===== src/rtl/param_shift_engine.sv =====
// param_shift_engine: WIDTH-bit register with parallel load, a legacy
// single-step left shift, and a multi-cycle shift engine. The engine supports
// left/right direction, logical/arithmetic/rotate/serial-fill modes and a
// variable step count, with a start/busy/done handshake.
module param_shift_engine #(
  parameter int WIDTH = 8,
  parameter int CNT_W = $clog2(WIDTH) + 1
) (
  input  logic             clk,
  input  logic             reset_n,
  input  logic             load,
  input  logic [WIDTH-1:0] data_in,
  input  logic             shift,
  input  logic             start,
  input  logic [CNT_W-1:0] amount,
  input  logic             dir,
  input  logic [1:0]       mode,
  input  logic             serial_in,
  output logic [WIDTH-1:0] data_out,
  output logic             serial_out,
  output logic             busy,
  output logic             done
);

  localparam logic [1:0] MODE_LOG = 2'b00;
  localparam logic [1:0] MODE_ARI = 2'b01;
  localparam logic [1:0] MODE_ROT = 2'b10;
  localparam logic [1:0] MODE_SER = 2'b11;

  typedef enum logic [1:0] {
    ST_IDLE  = 2'b00,
    ST_SHIFT = 2'b01,
    ST_DONE  = 2'b10
  } state_t;

  state_t           state;
  logic [CNT_W-1:0] cnt;
  logic             dir_q;
  logic [1:0]       mode_q;
  logic [WIDTH:0]   step_res;

  // One single-bit step: returns {ejected bit, new register value}.
  // The vacated end is filled according to mode; the arithmetic right fill
  // is the sign bit of the signed view of the register.
  function automatic logic [WIDTH:0] shift_step(
    input logic [WIDTH-1:0] d,
    input logic             right,
    input logic [1:0]       md,
    input logic             sin
  );
    logic signed [WIDTH-1:0] sd;
    logic                    ej;
    logic                    fill;
    logic [WIDTH-1:0]        nd;
    sd = d;
    ej = right ? d[0] : d[WIDTH-1];
    case (md)
      MODE_ROT: fill = ej;
      MODE_SER: fill = sin;
      MODE_ARI: fill = right ? sd[WIDTH-1] : 1'b0;
      MODE_LOG: fill = 1'b0;
      default:  fill = 1'b0;
    endcase
    if (right) nd = {fill, d[WIDTH-1:1]};
    else       nd = {d[WIDTH-2:0], fill};
    return {ej, nd};
  endfunction

  // Next-step candidate from the latched direction/mode and the live fill bit.
  always_comb begin
    step_res = shift_step(data_out, dir_q, mode_q, serial_in);
  end

  // Control FSM and register update; reset clears everything at once.
  always_ff @(posedge clk or negedge reset_n) begin
    if (!reset_n) begin
      state      <= ST_IDLE;
      cnt        <= '0;
      dir_q      <= 1'b0;
      mode_q     <= MODE_LOG;
      data_out   <= '0;
      serial_out <= 1'b0;
      busy       <= 1'b0;
      done       <= 1'b0;
    end else begin
      case (state)
        ST_IDLE: begin
          busy <= 1'b0;
          done <= 1'b0;
          if (load) begin
            data_out <= data_in;
          end else if (start) begin
            dir_q  <= dir;
            mode_q <= mode;
            cnt    <= amount;
            if (amount != '0) begin
              state <= ST_SHIFT;
              busy  <= 1'b1;
            end else begin
              state <= ST_DONE;
              done  <= 1'b1;
            end
          end else if (shift) begin
            data_out   <= {data_out[WIDTH-2:0], 1'b0};
            serial_out <= data_out[WIDTH-1];
          end
        end
        ST_SHIFT: begin
          data_out   <= step_res[WIDTH-1:0];
          serial_out <= step_res[WIDTH];
          cnt        <= cnt - 1'b1;
          if (cnt == CNT_W'(1)) begin
            state <= ST_DONE;
            busy  <= 1'b0;
            done  <= 1'b1;
          end
        end
        ST_DONE: begin
          done  <= 1'b0;
          busy  <= 1'b0;
          state <= ST_IDLE;
        end
        default: begin
          state <= ST_IDLE;
          busy  <= 1'b0;
          done  <= 1'b0;
        end
      endcase
    end
  end

endmodule

===== config.mk =====
export PLATFORM = sky130hd
export DESIGN_NAME = param_shift_engine
export DESIGN_NICKNAME = d
export VERILOG_FILES = /design/src/rtl/param_shift_engine.sv
export SDC_FILE = /design/constraint.sdc
export NUM_CORES = 1
export LEC_CHECK = 0
export BUFFER_PORTS_ARGS = -buffer_cell sky130_fd_sc_hd__buf_2
export CAP_MARGIN = 20
export CORE_UTILIZATION = 52
export DETAILED_ROUTE_END_ITERATION = 10
export PLACE_DENSITY_LB_ADDON = 0.25
export SLEW_MARGIN = 25
export SYNTH_ARGS = -nofsm -noshare
export SYNTH_HDL_FRONTEND = slang
export SYNTH_SLANG_ARGS = --single-unit

===== constraint.sdc =====
create_clock -name clk -period 1.7 [get_ports clk]
set_clock_uncertainty 0.1 [all_clocks]
set_input_delay 0.255 -clock clk [delete_from_list [all_inputs] [get_ports clk]]
set_output_delay 0.255 -clock clk [all_outputs]
set_load 0.01 [all_outputs]

==> impl_metrics.ini, run 1 <==
[clock_tree]
clock_sinks = 20
htree_levels = 1
postCtsSetupBuffers = 0
root_buffer = clkbuf_4
postCtsHoldBufs = 1
cts_resized = 0
cts_buffer_depth = 2
insertion_delay_ps = 300
cts_buffers = 3
cts_tree = built
cts.clk_slew.worst_paths_ps = 110

[synthesis]
synth_top_cell_by_area = dfrtp_1
ys_types = 33
ys_seq_area_share_pct = 40.3
synth_top_family_by_area = multiplexers
yosys-top-cells-area = dfrtp_1, mux2i_1, mux2_4, a21oi_1, a211oi_1
synth_area_sq_mm = 0.00124
synth_top_area_share_pct = 40.3
synth-edff-count = 0
synth_xor_area_share_pct = 0
ys.flop_type = dfrtp_1
syn_inst = 117
synthAdderAreaFrac_pct = 2.02
yosys.area_share.simple_pct = 17.7
synth-compound-area-share_pct = 16.2
synth_area_per_cell_sq_um = 10.6
yosys_warnings = 0
synthMuxAreaShare_pct = 20.0
ys_ff_latch = 20
async_reset_ff_share_pct = 100
synth_nets = 140

[global_route]
grt_pass1_vias = 996
antenna_found_initial = 0
grt_max_degree = 21
grt_use_total_pct = 23.7
grt_overflow = 0
grt_pass1_wl_um = 4450

[power]
leakage_nw = 0.708
irDropWorstVdd_mv = 1.21
power_density_mw_per_mm2 = 1760

[floorplanning]
start_util_pct = 55.6
core_sq_mm = 0.00223
rows = 17
die_area_sq_mm = 0.00259
io_pins = 32
die_width_um = 50.9
fp.dieH_um = 50.9

[setup_path]
start_kind = flip-flop
cpMaxStageDelayCell = dfrtp_1
cp_top_family = flip-flops
path_buf_inv = 1
crit_chain = nor2b_1, buf_4, a211oi_1, a21oi_1, mux2_4
cp_data_arrival_time_ps = 1700
path_max_fanout = 11
crit_path_max_incr_delay_ps = 440
cp-end-kind = flip-flop
worst_ep_required_time_ps = 1800
path_class = flip-flop to flip-flop

[routing]
drt_pass1_iterations = 4
drc = 0
via_count = 1026
first_iter_violations = 12
ant_nets = 0
viasPerCell = 5.70
wire_per_inst_um = 14.5
totalWireLength_um = 2620

[outcome]
status = completed

[final_layout]
mostFrequentLayoutCells = buf_2, dfrtp_1, a21oi_1
fillCellCount = 199
drive_above_1_share_pct = 35.5
synthToLayoutAreaGrowth_pct = 18.4
final_cells = 180
nets = 177
antenna_cells = 0
final_common_cell = buf_2

[timing]
setup_tns_ps = 0
setup_ws_ps = 97.7
slew_viol_final = 0
fmax_mhz = 624
holdWs_ps = 66.1
rsz0062_at_grt = no
worst_slew_pin_slew_ps = 531
final.period_utilization_pct = 94.3
max-slew-margin-rel_pct = 64.6
setup_violations = 0
hold_viol = 0
min_period_ps = 1600

[min_path]
min-delay-path-class = input port to flip-flop

[placement]
dp_hpwl_um = 1950
dpl_worst_slack_ps = 107
gp_congestion = 0.768
place_inst = 176
port_buffers = 31

[flow_run]
drv_cap = 0
-- final timing paths --
path                          endpoint  cells after the start  slack (ps)      from
max in group asynchronous         done                      2         870   reset_n
max reg2reg                data_out[6]                      5         100  state[0]
min in group asynchronous  data_out[6]                      2         320   reset_n
min reg2reg                       busy                      2         390      busy
min                          mode_q[1]                      2          70   mode[1]
max                        data_out[6]                      5         100  state[0]
-- metal layers --
metal  up-vias  share of wire [%]  global-route usage [%]
met3         4                4.9                    5.06
li1        505                  -                       -
met2        24                 49                    40.7
met1       493                 45                    28.1
met5         -                  0                       0
met4         0                1.6                    11.1
-- sequential cells by signal (all words and copies together), names as in the netlist --
signal and cells:
busy 1, cnt 4, data_out 8, dir_q 1
done 1, mode_q 2, serial_out 1, state 2
-- cell usage after synthesis (all sizes together), types with 3 or more instances --
cell and count:
a211oi 7, o21ai 3, and2b 6, nand3 5, nand2b 3, mux2 12
buf 5, inv 4, a21oi 14, nor2 6, mux2i 9, dfrtp 20
nand2 4
-- report_power, final --
group / switching, mW / internal, mW / leakage, nW
Clock: 0.143 / 0.0827 / 0.0138
Sequential: 0.307 / 0.710 / 0.240
Combinational: 0.613 / 0.733 / 0.454
-- layout make-up --
class                      instances  area, sq um  area share (%)
inverter                           4         15.0            1.02
sequential                        20          500            34.0
tap                               28         35.0            2.38
clock buffer                       3         22.5            1.53
multi-input combinational         88          694            47.2
timing repair buffer              37          203            13.8
-- cell families (layout without fill, tap and decap cells) --
family	count (synthesis)	count (layout)
multiplexers	21	21
AO/OA/AOI/OAI	30	30
AND/OR/NAND/NOR	35	35
flip-flops	20	20
buffers and inverters	9	44
adder cells (fa/ha/maj)	2	2
-- metrics by stage --
stage	total power, mW	util, %	area (sq um)
after detailed placement	2.38	64.4	1440
after global routing	2.82	65.8	1470
after global placement	2.32	64.4	1440
after CTS	2.61	65.8	1470
after floorplan	1.97	-	1240
final	2.59	65.8	1470
No activity file was read; power rests on OpenSTA's default activity.
==> inputs of run 2 (changes only) <==
- REMOVE_ABC_BUFFERS: unset -> 1
==> run 2 against run 1 <==
- critical path depth shrank 2
- sequential cell count is the same
- count of clock-buffer cells in the layout is the same
- sequential power is essentially flat
- largest cell class unchanged
- sequential share of layout area shrank 1.0 points
- global-route usage grew 0.43 points
==> impl_metrics.ini, run 2 (synthesis results as in run 1) <==
[timing]
final.period_utilization_pct = 93.2
max-slew-margin-rel_pct = 63.3
holdWs_ps = 69.5
hold_viol = 0
slew_viol_final = 0
min_period_ps = 1580
setup_violations = 0
worst_slew_pin_slew_ps = 550
rsz0062_at_grt = no
fmax_mhz = 631

[floorplanning]
die_width_um = 50.9
start_util_pct = 55.6
die_area_sq_mm = 0.00259
io_pins = 32
fp.dieH_um = 50.9
core_sq_mm = 0.00223
rows = 17

[global_route]
antenna_found_initial = 0
grt_overflow = 0
grt_use_total_pct = 24.1
grt_pass1_vias = 987
grt_max_degree = 21
grt_pass1_wl_um = 4530

[routing]
totalWireLength_um = 2580
viasPerCell = 5.59
via_count = 1023
first_iter_violations = 14
drt_pass1_iterations = 4
wire_per_inst_um = 14.1
drc = 0
ant_nets = 0

[flow_run]
drv_cap = 0

[placement]
gp_congestion = 0.767
port_buffers = 31
dp_hpwl_um = 1900

[final_layout]
drive_above_1_share_pct = 36.8
synthToLayoutAreaGrowth_pct = 22.1
largestRegisters = data_out (8), cnt (4)
antenna_cells = 0
final_common_cell = buf_2
nets = 179
largest_reg_flops = 8
fillCellCount = 191
final_core_util_pct = 67.8
mostFrequentLayoutCells = buf_2, dfrtp_1, a21oi_1
top_register = data_out

[outcome]
status = completed

[setup_path]
cp_data_arrival_time_ps = 1670
cpMaxStageDelayCell = dfrtp_1
start_kind = flip-flop
rrSetupSlack_ps = 120
path_max_fanout = 5
crit_chain = or3b_4, nor2_4, mux2_1
path_class = flip-flop to flip-flop
cp-end-kind = flip-flop
worst_ep_required_time_ps = 1790
crit_path_max_incr_delay_ps = 450

[clock_tree]
cts_buffer_depth = 2
postCtsSetupBuffers = 0
cts_buffers = 3
root_buffer = clkbuf_4
clock_sinks = 20
htree_levels = 1
cts_tree = built
cts.clk_slew.worst_paths_ps = 120
insertion_delay_ps = 300

[power]
p_clk_share_pct = 14.0
seqPwrFrac_pct = 36.4
switching_share_pct = 38.8
p_sw_mw = 1.08
power_density_mw_per_mm2 = 1840
pwr-share-comb_pct = 49.7
internal_power_mw = 1.71
leakage_nw = 0.731
irDropWorstVdd_mv = 0.930

[min_path]
min-delay-path-class = input port to flip-flop
-- run 2: cell count changes in the layout (fill, tap and decap cells not counted) --
| cell | before | now |
|---|---|---|
| bufinv_16 | 0 | 1 |
| buf_4 | 5 | 7 |
-- run 2: path summary, 6_finish.rpt --
path,end,from,cells past startpoint
min in group asynchronous,serial_out,reset_n,2
max in group asynchronous,cnt[1],reset_n,2
max,mode_q[1],state[1],3
min reg2reg,busy,busy,2
min,dir_q,dir,2
max reg2reg,mode_q[1],state[1],3
-- run 2: critical path, delay by kind of cell (launching register included) --
kind             cells  cell delay [ps]
muxes                1              350
DFF                  1              450
and+or+nand+nor      2              560
-- run 2: routing by layer --
metal  global-route usage [%]  share of wire [%]
met5                        0                  0
met1                     29.8                 46
met2                     41.8                 50
met3                     5.65                3.8
met4                     6.94               0.35
-- run 2: metrics by stage --
stage          cell area (sq um)  cells  power, mW  worst slack, ps  TNS, ps
2_1_floorplan               1210    112       1.93             -160    -1250
3_3_place_gp                1450    178       2.35              120        0
3_5_place_dp                1450    178       2.41             58.0        0
4_1_cts                     1520    183       2.81              104        0
5_1_grt                     1520    183       3.02             31.1        0
6_report                    1520    183       2.79              116        0
-- run 2: repair_timing --
item | CTS | global route
hold endpoints to repair | 20 | 0
hold buffers | 1 | 0
resized for setup | 0 | 0
-- run 2: area by class of cell --
type | count | area [sq um] | area share (%)
timing repair buffer | 39 | 218 | 14.4
clock buffer | 3 | 22.5 | 1.49
multi-input combinational | 88 | 694 | 45.8
clock inverter | 1 | 30.0 | 1.98
inverter | 4 | 15.0 | 0.991
tap | 28 | 35.0 | 2.31
sequential | 20 | 500 | 33.0
-- run 2: power groups by stage --
stage | logic, mW | clock network (mW) | registers, mW
2_1_floorplan | 0.906 | 0 | 1.03
3_3_place_gp | 1.35 | 0 | 1.01
3_5_place_dp | 1.39 | 0 | 1.02
4_1_cts | 1.40 | 0.403 | 1.01
5_1_grt | 1.54 | 0.430 | 1.06
6_report | 1.39 | 0.389 | 1.02
==> inputs of run 3 (changes only) <==
- SETUP_SLACK_MARGIN: unset -> 0.4
==> run 3 against run 2 <==
- hold slack lost 0.74 ps
- non-clock buffer count rose by 18
- via count increased by 11%
- count of clock-buffer cells in the layout unchanged
- sequential share of layout area shrank 4.4 points
- die area unchanged
- fmax is 1.6% higher
- critical path depth unchanged
- global-route usage grew 2.9 points
- largest cell class unchanged
- highest routed layer unchanged
==> impl_metrics.ini, run 3 (synthesis results as in run 1) <==
[power]
p_clk_share_pct = 11.8
seqPwrFrac_pct = 30.6
irDropWorstVdd_mv = 1.07
total_power_mw = 3.32
power_density_mw_per_mm2 = 1890
switching_share_pct = 38.3
leakage_nw = 0.846
pwr-share-comb_pct = 57.6
p_sw_mw = 1.27
internal_power_mw = 2.05

[timing]
final.period_utilization_pct = 91.7
slew_viol_final = 0
worst_slew_pin_slew_ps = 532
setup_ws_ps = 141
hold_viol = 0
max-slew-margin-rel_pct = 64.2
fmax_mhz = 641
min_period_ps = 1560
holdWs_ps = 68.8
rsz0062_at_grt = yes
setup_violations = 0

[final_layout]
synthToLayoutAreaGrowth_pct = 41.8
antenna_cells = 0
drive_above_1_share_pct = 54.3
final_common_cell = buf_2
final_core_util_pct = 78.8
mostFrequentLayoutCells = buf_2, buf_4, dfrtp_1
largest_reg_flops = 8
final_area_sq_mm = 0.00176
top_register = data_out
nets = 197
largestRegisters = data_out (8), cnt (4)

[global_route]
grt_use_total_pct = 27.0
grt_pass1_wl_um = 5100
grt_pass1_vias = 1070
grt_max_degree = 21
antenna_found_initial = 0
grt_overflow = 0

[clock_tree]
insertion_delay_ps = 310
clock_sinks = 20
htree_levels = 1
cts_buffers = 3
cts_tree = built
cts_buffer_depth = 2
root_buffer = clkbuf_4
cts.clk_slew.worst_paths_ps = 120

[outcome]
status = completed

[setup_path]
path_class = flip-flop to flip-flop
start_kind = flip-flop
worst_ep_required_time_ps = 1790
cp_data_arrival_time_ps = 1650
path_max_fanout = 4
cp-end-kind = flip-flop

[min_path]
min-delay-path-class = input port to flip-flop

[placement]
port_buffers = 31
dpl_worst_slack_ps = 58.0
dp_hpwl_um = 1900
gp_congestion = 0.767
dpl-instance-area_sq_mm = 0.00145

[routing]
wire_per_inst_um = 15.8
drc = 0
ant_nets = 0
via_count = 1137
viasPerCell = 5.66
totalWireLength_um = 3170
drt_pass1_iterations = 5
first_iter_violations = 19

[floorplanning]
core_sq_mm = 0.00223
io_pins = 32
die_width_um = 50.9
rows = 17
start_util_pct = 55.6
die_area_sq_mm = 0.00259
fp.dieH_um = 50.9

[flow_run]
drv_cap = 0
-- run 3: what timing repair did --
action / 4_1_cts / 5_1_grt
hold endpoints to repair: 20 / 0
endpoints found under the setup margin: 21 / 28
cloned: 1 / 0
hold buffers: 1 / 0
pin swaps: 5 / 2
gates resized for setup: 19 / 7
setup buffers: 7 / 10
-- run 3: worst paths after layout --
kind                                from    endpoint  slack (ps)  depth (start not counted)
worst min-delay path                 dir       dir_q          70                          2
worst max-delay path            state[1]   mode_q[0]         140                          3
max in group asynchronous        reset_n    state[0]         860                          2
worst max register to register  state[1]   mode_q[0]         140                          3
min in group asynchronous        reset_n  serial_out         310                          2
worst min register to register      busy        busy         400                          2
-- run 3: power groups by stage --
stage,Combinational [mW],Sequential [mW],Clock [mW]
final,1.92,1.02,0.393
after global routing,2.05,1.04,0.428
after CTS,1.64,1.02,0.403
after detailed placement,1.39,1.02,0
after global placement,1.35,1.01,0
after floorplan,0.906,1.03,0
-- run 3: layout make-up --
| class | instances | area, sq um |
|---|---|---|
| fill | 142 | 473 |
| inverter | 4 | 15.0 |
| sequential | 20 | 504 |
| clock buffer | 3 | 22.5 |
| tap | 28 | 35.0 |
| multi-input combinational | 88 | 777 |
| timing repair buffer | 57 | 377 |
| clock inverter | 1 | 30.0 |
-- run 3: critical path, stage by stage, from the launching register on --
cell,delay (ps)
dfrtp_1,440
or3b_4,420
nor2_4,150
mux2_1,340
-- run 3: per-stage QoR --
step / cells / TNS (ps)
6_report: 201 / 0
4_1_cts: 191 / 0
3_3_place_gp: 178 / 0
2_1_floorplan: 112 / -1250
5_1_grt: 201 / 0
3_5_place_dp: 178 / 0
-- run 3: routing by layer --
metal  track usage (%)  routed length (um)  vias to the layer above
met1              34.2                1460                      556
met2              46.2                1530                       33
li1                  -                   -                      542
met4              8.80                  44                        0
met5                 0                   0                        -
met3              5.36                 133                        6
